**config.mk**
```make
export PLATFORM = sky130hd
export DESIGN_NAME = ysyx_23060111_ifu_prefetch
export DESIGN_NICKNAME = d
export VERILOG_FILES = /design/src/rtl/ysyx_23060111_ifu_prefetch.sv
export SDC_FILE = /design/constraint.sdc
export NUM_CORES = 1
export LEC_CHECK = 0
export ABC_CLOCK_PERIOD_IN_PS = 5580
export CELL_PAD_IN_SITES_DETAIL_PLACEMENT = 1
export CELL_PAD_IN_SITES_GLOBAL_PLACEMENT = 2
export CORE_MARGIN = 2
export CORE_UTILIZATION = 44
export CTS_BUF_LIST = sky130_fd_sc_hd__clkbuf_8
export CTS_CLUSTER_DIAMETER = 120
export DETAILED_ROUTE_END_ITERATION = 8
export PLACE_DENSITY = 0.86
export SYNTH_ARGS = -nofsm -noshare
export SYNTH_HDL_FRONTEND = slang
export SYNTH_SLANG_ARGS = --single-unit
```
**constraint.sdc**
```tcl
create_clock -name clk -period 5.58 [get_ports clk]
set_input_delay 1.116 -clock clk [delete_from_list [all_inputs] [get_ports clk]]
set_output_delay 1.116 -clock clk [all_outputs]
set_load 0.02 [all_outputs]
```
**src/rtl/ysyx_23060111_ifu_prefetch.sv**
```systemverilog
// Instruction fetch unit with an in-order prefetch FIFO. It issues sequential requests,
// buffers the returned words and flushes on redirect, dropping stale responses still in flight.
module ysyx_23060111_ifu_prefetch #(
  parameter int unsigned     XLEN     = 32,
  parameter int unsigned     DEPTH    = 4,
  parameter logic [XLEN-1:0] RESET_PC = 32'h8000_0000
) (
  input  logic            clk,
  input  logic            rst,
  output logic            req_valid,
  input  logic            req_ready,
  output logic [XLEN-1:0] req_addr,
  input  logic            rsp_valid,
  input  logic [XLEN-1:0] rsp_data,
  output logic            inst_valid,
  input  logic            inst_ready,
  output logic [XLEN-1:0] inst,
  output logic [XLEN-1:0] inst_pc,
  input  logic            redir_valid,
  input  logic [XLEN-1:0] redir_pc,
  output logic            misalign_err
);

  localparam int unsigned PW = $clog2(DEPTH);
  localparam int unsigned CW = PW + 1;
  localparam logic [CW+1:0] DEPTH_W = DEPTH[CW+1:0];

  logic [XLEN-1:0] fifo_pc   [DEPTH];
  logic [XLEN-1:0] fifo_inst [DEPTH];
  logic [PW-1:0]   rd_ptr, wr_ptr;
  logic [CW-1:0]   count, inflight, drop;
  logic [XLEN-1:0] fetch_pc;

  logic [CW+1:0]   credit;
  logic            hs, rsp_drop, rsp_push, push_en, pop;
  logic [XLEN-1:0] push_pc;

  always_comb begin
    credit     = {2'b00, count} + {2'b00, inflight} + {2'b00, drop};
    req_valid  = !rst && !redir_valid && (credit < DEPTH_W);
    req_addr   = fetch_pc;
    hs         = req_valid && req_ready;
    rsp_drop   = rsp_valid && (drop != '0);
    rsp_push   = rsp_valid && (drop == '0) && (inflight != '0);
    push_en    = !rst && !redir_valid && rsp_push;
    inst_valid = !rst && (count != '0);
    pop        = inst_valid && inst_ready;
    inst       = fifo_inst[rd_ptr];
    inst_pc    = fifo_pc[rd_ptr];
    // Oldest live request sits inflight words behind the next fetch address.
    push_pc    = fetch_pc - (XLEN'(inflight) << 2);
  end

  always_ff @(posedge clk) begin
    if (push_en) begin
      fifo_pc[wr_ptr]   <= push_pc;
      fifo_inst[wr_ptr] <= rsp_data;
    end
  end

  always_ff @(posedge clk) begin
    if (rst) begin
      fetch_pc     <= RESET_PC;
      rd_ptr       <= '0;
      wr_ptr       <= '0;
      count        <= '0;
      inflight     <= '0;
      drop         <= '0;
      misalign_err <= 1'b0;
    end else if (redir_valid) begin
      // Everything still outstanding becomes stale; a same-cycle response retires one of them.
      fetch_pc     <= {redir_pc[XLEN-1:2], 2'b00};
      rd_ptr       <= '0;
      wr_ptr       <= '0;
      count        <= '0;
      inflight     <= '0;
      drop         <= drop + inflight - CW'(rsp_drop || rsp_push);
      misalign_err <= (redir_pc[1:0] != 2'b00);
    end else begin
      misalign_err <= 1'b0;
      if (hs) fetch_pc <= fetch_pc + XLEN'(4);
      if (rsp_push) wr_ptr <= wr_ptr + PW'(1);
      if (pop) rd_ptr <= rd_ptr + PW'(1);
      count    <= count + CW'(rsp_push) - CW'(pop);
      inflight <= inflight + CW'(hs) - CW'(rsp_push);
      drop     <= drop - CW'(rsp_drop);
    end
  end

endmodule

```
==> Yosys cells after proc, flatten, opt, wreduce, memory -nomap -nowiden <==
Memories as Yosys holds them, arrays and structs flattened. A register that Yosys moved wholly into a read port is not among the register bits.
Cells that the tools add are included.
{ "totals": {"mem_bits_rw": 256, "regBits": 46, "mem_count": 2, "output_inout_bits": 99} }
{ "classes": {"n_lt_le_gt_ge": 1, "mux": 9, "n_reduce_logical": 20, "bitwise_logic": 1, "add_sub_neg": 13} }
{ "memory_table": {"columns": ["name", "depth", "width", "rd", "rd_clocked_by_memory_dff", "write_ports", "line", "text"], "rows": [
  ["fifo_inst", 4, 32, 1, 1, 1, "29", "logic [XLEN-1:0] fifo_inst [DEPTH];"],
  ["fifo_pc", 4, 32, 1, 1, 1, "28", "logic [XLEN-1:0] fifo_pc [DEPTH];"]
]} }
{ "ops": {"columns": ["op", "count"], "rows": [
  ["$mux 32", 2],
  ["$add 32x3->32 const B", 1],
  ["$sub 32x5->32", 1],
  ["$sub 3x1->3", 4],
  ["$logic_and 1x1->1", 9],
  ["$reduce_bool 3->1", 3],
  ["$mux 2", 4],
  ["$add 3x1->3", 2],
  ["$add 4x3->5", 1],
  ["$lt 5x3->1 const B", 1],
  ["$add 2x1->2 const B", 2],
  ["$add 3x3->4", 1],
  ["$reduce_bool 2->1", 2],
  ["$reduce_or 2->1", 2],
  ["$add 3x3->3", 1],
  ["$logic_not 3->1", 1],
  ["$mux 3", 1],
  ["$logic_not 1->1", 2],
  ["$mux 1", 2],
  ["$logic_or 1x1->1", 1],
  ["$not 1->1", 1]
]} }

==> Logic depth before layout (Yosys ltp) <==
Gate-level depths: netlist of run 1.
{ "logic_depth": {"word_depth": 7, "mapped_depth": 17, "depth_no_buf": 15} }

==> Least setup slack after synthesis of run 1 <==
OpenSTA, ideal clock, no wires.
{ "synth_timing": {"path_type": "register -> register", "startpoint": "reg inflight[1]", "endpoint": "reg inflight[2]", "t_arrival_ps": 3708, "path_stages_with_launch": 18, "synth_period_minus_slack_ps": 3832, "path_buffers": 2, "setup_slack_ps": 1748, "setup_time_ps": 124, "path_cell_list": "dfxtp_1 > inv_1 > fa_1 > nor2_1 > fa_1 > a2111oi_4 > o41ai_1 > buf_6 > nor2_8 > inv_2 > buf_6 > ha_1 > inv_1 > ha_1 > fa_1 > xnor2_1 > xnor2_1 > nor2_1"} }
{ "synth_between": {"elab_chain_cells": 7, "elab_cells_between_ends": 9, "classes_between": "4 x add/sub; 1 x order compare; 4 x reduce/logical"} }
{ "synth_rtl": {"columns": ["item", "line", "text"], "rows": [
  ["from (decl)", "31", "logic [CW-1:0] count, inflight, drop;"],
  ["from (signal assigned)", "85", "inflight <= inflight + CW'(hs) - CW'(rsp_push);"],
  ["$add 3x3->4", "39", "credit = {2'b00, count} + {2'b00, inflight} + {2'b00, drop};"],
  ["$add 4x3->5", "39", null],
  ["$lt 5x3->1", "40", "req_valid = !rst && !redir_valid && (credit < DEPTH_W);"],
  ["$logic_and 1x1->1", "40", null],
  ["$logic_and 1x1->1", "42", "hs = req_valid && req_ready;"],
  ["$add 3x1->3", "85", null],
  ["$sub 3x1->3 *", "85", null]
]} }
Every way passes the cells marked *; elsewhere a longest branch is shown, timed or not.
A chain may end at the register's enable or synchronous reset.

==> Worst setup path after layout of run 1 <==
{ "layout_timing": {"startpoint": "reg inflight[1]", "endpoint": "out req_valid"} }
{ "layout_between": {"elab_chain_cells": 4} }
{ "layout_rtl": {"columns": ["item", "line", "text"], "rows": [
  ["$add 3x3->4", "39", null],
  ["$add 4x3->5", "39", null],
  ["$lt 5x3->1", "40", null],
  ["$logic_and 1x1->1", "40", null],
  ["to (decl)", "10", "output logic req_valid,"]
]} }
Every way passes these cells.

==> flow_summary.toml, run 1 <==
[outcome]
status = "completed"

[setup_path]
critPathRequiredTime_ns = 4.46
worstPathArrival_ns = 3.78
cp_slowest_cell = "clkdlybuf4s50_1"
path_class = "flip-flop to primary output"
worst_setup_path_end_kind = "primary output"
startpoint_type = "flip-flop"
crit_path_cell_trace = "inv_1 > fa_1 > nor2_1 > fa_1 > a2111oi_4 > o41ai_2 > buf_4 > nor2_1 > clkdlybuf4s50_1"
crit_buf_inv = 3
worstSetupPathDepth = 9
reg2regPathDepth = 16
cp_max_fo = 11
r2r-end = "inflight[2]"
r2r-start = "inflight[1]"
crit_family = "adder cells"
cpPeakStageDelay_ns = 0.62
r2r_slack_ns = 1.27

[grt]
grt_pass1_vias = 7867
grt_max_degree = 53
grt_first_pass_wirelength_mm = 45.0
overflow = 0
grt_usage_pct = 20.2
antenna_found_initial = 0

[sta]
final.min_clock_period_ns = 4.89
tightest_slew_ns = 1.02
timing.fmax_mhz = 204
finalSetupTns_ns = 0
setup_violations = 0
fin_crit_sh_pct = 87.7
rsz0062_at_grt = "no"
maxSlewHeadroom_pct = 32.2
finClkSkew_ns = 0.0185
hold_ws_ns = 0.556
maxSlewViolCount = 0
finalHoldViolations = 0

[place]
portBuffers = 164
finalWeightedCongestion = 0.772
dp_hpwl_mm = 20.0

[cts]
htree_levels = 2
cts_made_buffers = 49
insertion_delay_ns = 0.57
cts.path.max_buffers = 3
cts_root_buffer = "clkbuf_8"
clkSinkCount = 294
cts_tree = "built"
hold_buffers = 0
clk_pin_slew_ns = 0.06
cts_setup_buffers = 0
cts_resized = 0

[drt]
dr.pass1.iters = 4
antenna_left = 0
vias = 7436
avgViaCountPerCell = 5.40
drt_iter0_markers = 514
wl_per_cell_um = 21.5
wl_mm = 29.5
drc = 0

[layout]
fillers = 2655
multi_input_area_um2 = 3760
final-seq-area_um2 = 8370
diodes = 0
area_delta_synth_final_pct = 23.8
layout-drive-gt1-share_pct = 16.0
final_net_count = 1054

[flow_run]
cap_violations = 0

[logic_synthesis]
synth.avg_cell_area_um2 = 16.0
syn_area_um2 = 12500
yosys_warnings = 0
synth_flop_cell = "edfxtp_1"
async_reset_ff_share_pct = 0
synth_edf_count = 248
synth_cells = 780
yosys.cell_types.count = 63
synth.yosys.seq_area_share_pct = 67.2
ys_seq_elements = 294

[power_and_ir_drop]
ir_drop_mv = 0.176
pwr-share-seq_pct = 52.5
internal_power_uw = 3580
p_leak_uw = 0.00501
power.switching_uw = 1120
pwr_density_cell_nw_per_um2 = 305
p_clk_share_pct = 39.2
p_sw_share_pct = 23.8
p_comb_share_pct = 8.3

[floorplanning]
die_area_um2 = 29700
coreArea_um2 = 27900
die_w_um = 172
fp-row-count = 61
pin_count = 169
die_y_um = 172
start_util_pct = 44.7

[worst_hold_path]
min_from = "rd_ptr[1]"
min_path_type = "flip-flop to flip-flop"
holdPathStages = 2
-- worst reg2reg max path, stage by stage (launching register included) --
cell and delay (ns):
dfxtp_1 0.42, inv_1 0.16, fa_1 0.55, nor2_1 0.17, fa_1 0.48, a2111oi_4 0.38, o41ai_2 0.13, buf_4 0.20
nor2_8 0.26, inv_2 0.17, ha_1 0.31, inv_1 0.04, ha_1 0.18, fa_1 0.38, xnor2_1 0.18, xnor2_1 0.14
nor2_1 0.05
-- layout make-up --
type                            instances  share of cell area (%)
Clock buffer                           50                    4.46
Clock inverter                         41                    1.74
Inverter                               30                   0.730
Multi-Input combinational cell        406                    24.4
Sequential cell                       294                    54.3
Tap cell                              378                    3.07
Timing Repair Buffer                  177                    11.3
-- per-layer routing --
metal	GRT usage [%]	part of all wire [%]	wire (µm)	up-vias
met3	3.50	5.1	1520	43
met4	4.97	1.6	465	0
met2	33.3	49	14400	220
li1	-	-	-	3403
met1	28.0	45	13200	3770
met5	0	0	0	-
-- cell families after synthesis --
kind of cell             count (synthesis)  share of synthesized area [%]
adder cells (fa/ha/maj)                 26                           3.03
XOR/XNOR                                36                           2.53
AO/OA/AOI/OAI                           86                           4.81
buffers and inverters                   83                           2.87
AND/OR/NAND/NOR                        191                           8.27
flip-flops                             294                           67.2
multiplexers                            63                           11.3
other                                    1                         0.0301
-- registers in the layout, indices dropped and copies added, names as in the netlist, named ones only --
signal / flops
rd_ptr: 2
req_addr: 30
inflight: 3
fifo_inst: 128
wr_ptr: 2
misalign_err: 1
fifo_pc: 120
drop: 3
count: 3
-- metrics by stage --
stage	setup slack, ns	cell area [µm²]	util, %	cells	power, µW
floorplan	1.75	12500	-	783	2730
global placement	1.28	14500	51.9	1285	2890
detailed placement	1.26	14500	51.9	1285	2900
CTS	0.649	15400	55.3	1376	4750
global route	0.495	15400	55.3	1376	4880
finish	0.686	15400	55.3	1376	4700
-- power groups by stage --
stage          registers, µW  logic [µW]  clock network [µW]
2_1_floorplan           2510         226                   0
3_3_place_gp            2510         380                   0
3_5_place_dp            2510         391                   0
4_1_cts                 2470         394                1890
5_1_grt                 2470         433                1980
6_report                2470         390                1840
-- cells in the mapped netlist (2+ instances only) --
| cell | n | share of area [%] |
|---|---|---|
| ha_1 | 19 | 1.9 |
| nand2_1 | 39 | 1.2 |
| fa_1 | 7 | 1.1 |
| buf_6 | 3 | 0.27 |
| nand3_1 | 16 | 0.64 |
| edfxtp_1 | 248 | 60 |
| nor3_1 | 17 | 0.68 |
| buf_1 | 7 | 0.21 |
| o21ai_0 | 8 | 0.32 |
| xnor2_1 | 28 | 2.0 |
| inv_1 | 28 | 0.84 |
| dfxtp_1 | 46 | 7.4 |
| buf_2 | 6 | 0.24 |
| buf_4 | 4 | 0.24 |
| nor2b_1 | 4 | 0.20 |
| nor4_1 | 11 | 0.55 |
| or2_2 | 4 | 0.20 |
| a31oi_1 | 15 | 0.75 |
| nor2_1 | 35 | 1.1 |
| nand4_1 | 9 | 0.45 |
| o311ai_0 | 6 | 0.42 |
| xor2_1 | 8 | 0.56 |
| nand3b_1 | 3 | 0.18 |
| mux4_2 | 62 | 11 |
| clkbuf_1 | 32 | 0.96 |
| or3_1 | 8 | 0.40 |
| o211ai_1 | 6 | 0.36 |
| and2_1 | 4 | 0.20 |
| or4_1 | 12 | 0.72 |
| a211oi_1 | 3 | 0.18 |
| a22oi_1 | 2 | 0.12 |
| a21oi_1 | 20 | 0.80 |
| and3_1 | 6 | 0.30 |
| o22ai_1 | 8 | 0.40 |
| nand2b_1 | 14 | 0.70 |
| o31a_1 | 2 | 0.14 |
| o41a_1 | 2 | 0.18 |
| o41ai_1 | 3 | 0.21 |
-- worst max-delay path by stage --
stage,start,end,slack (ns)
6_report,inflight[1],req_valid,0.69
3_5_place_dp,inflight[1],req_valid,1.26
4_1_cts,inflight[1],req_valid,0.65
3_3_place_gp,inflight[1],req_valid,1.28
2_1_floorplan,inflight[1],inflight[2],1.75
5_1_grt,inflight[1],req_valid,0.50
-- cell usage in the layout (no fill, tap or decap), types with 9 or more instances in the layout --
master / n
nand3_1: 16
buf_4: 12
nor4_1: 11
dfxtp_1: 44
nand2b_1: 14
ha_1: 19
or4_1: 12
mux4_2: 62
a31oi_1: 15
nand4_1: 9
clkinv_1: 13
clkdlybuf4s50_1: 163
clkbuf_8: 50
clkinv_2: 10
inv_1: 41
xnor2_1: 28
nand2_1: 39
a21oi_1: 20
edfxtp_1: 248
nor2_1: 35
nor3_1: 17
No activity file was read; power rests on OpenSTA's default activity.
==> run 2: changes to the inputs <==
TNS_END_PERCENT = 20   (was not set)
==> results of run 2 <==
Same layout as run 1: the final DEF is identical, and so are final timing and power.
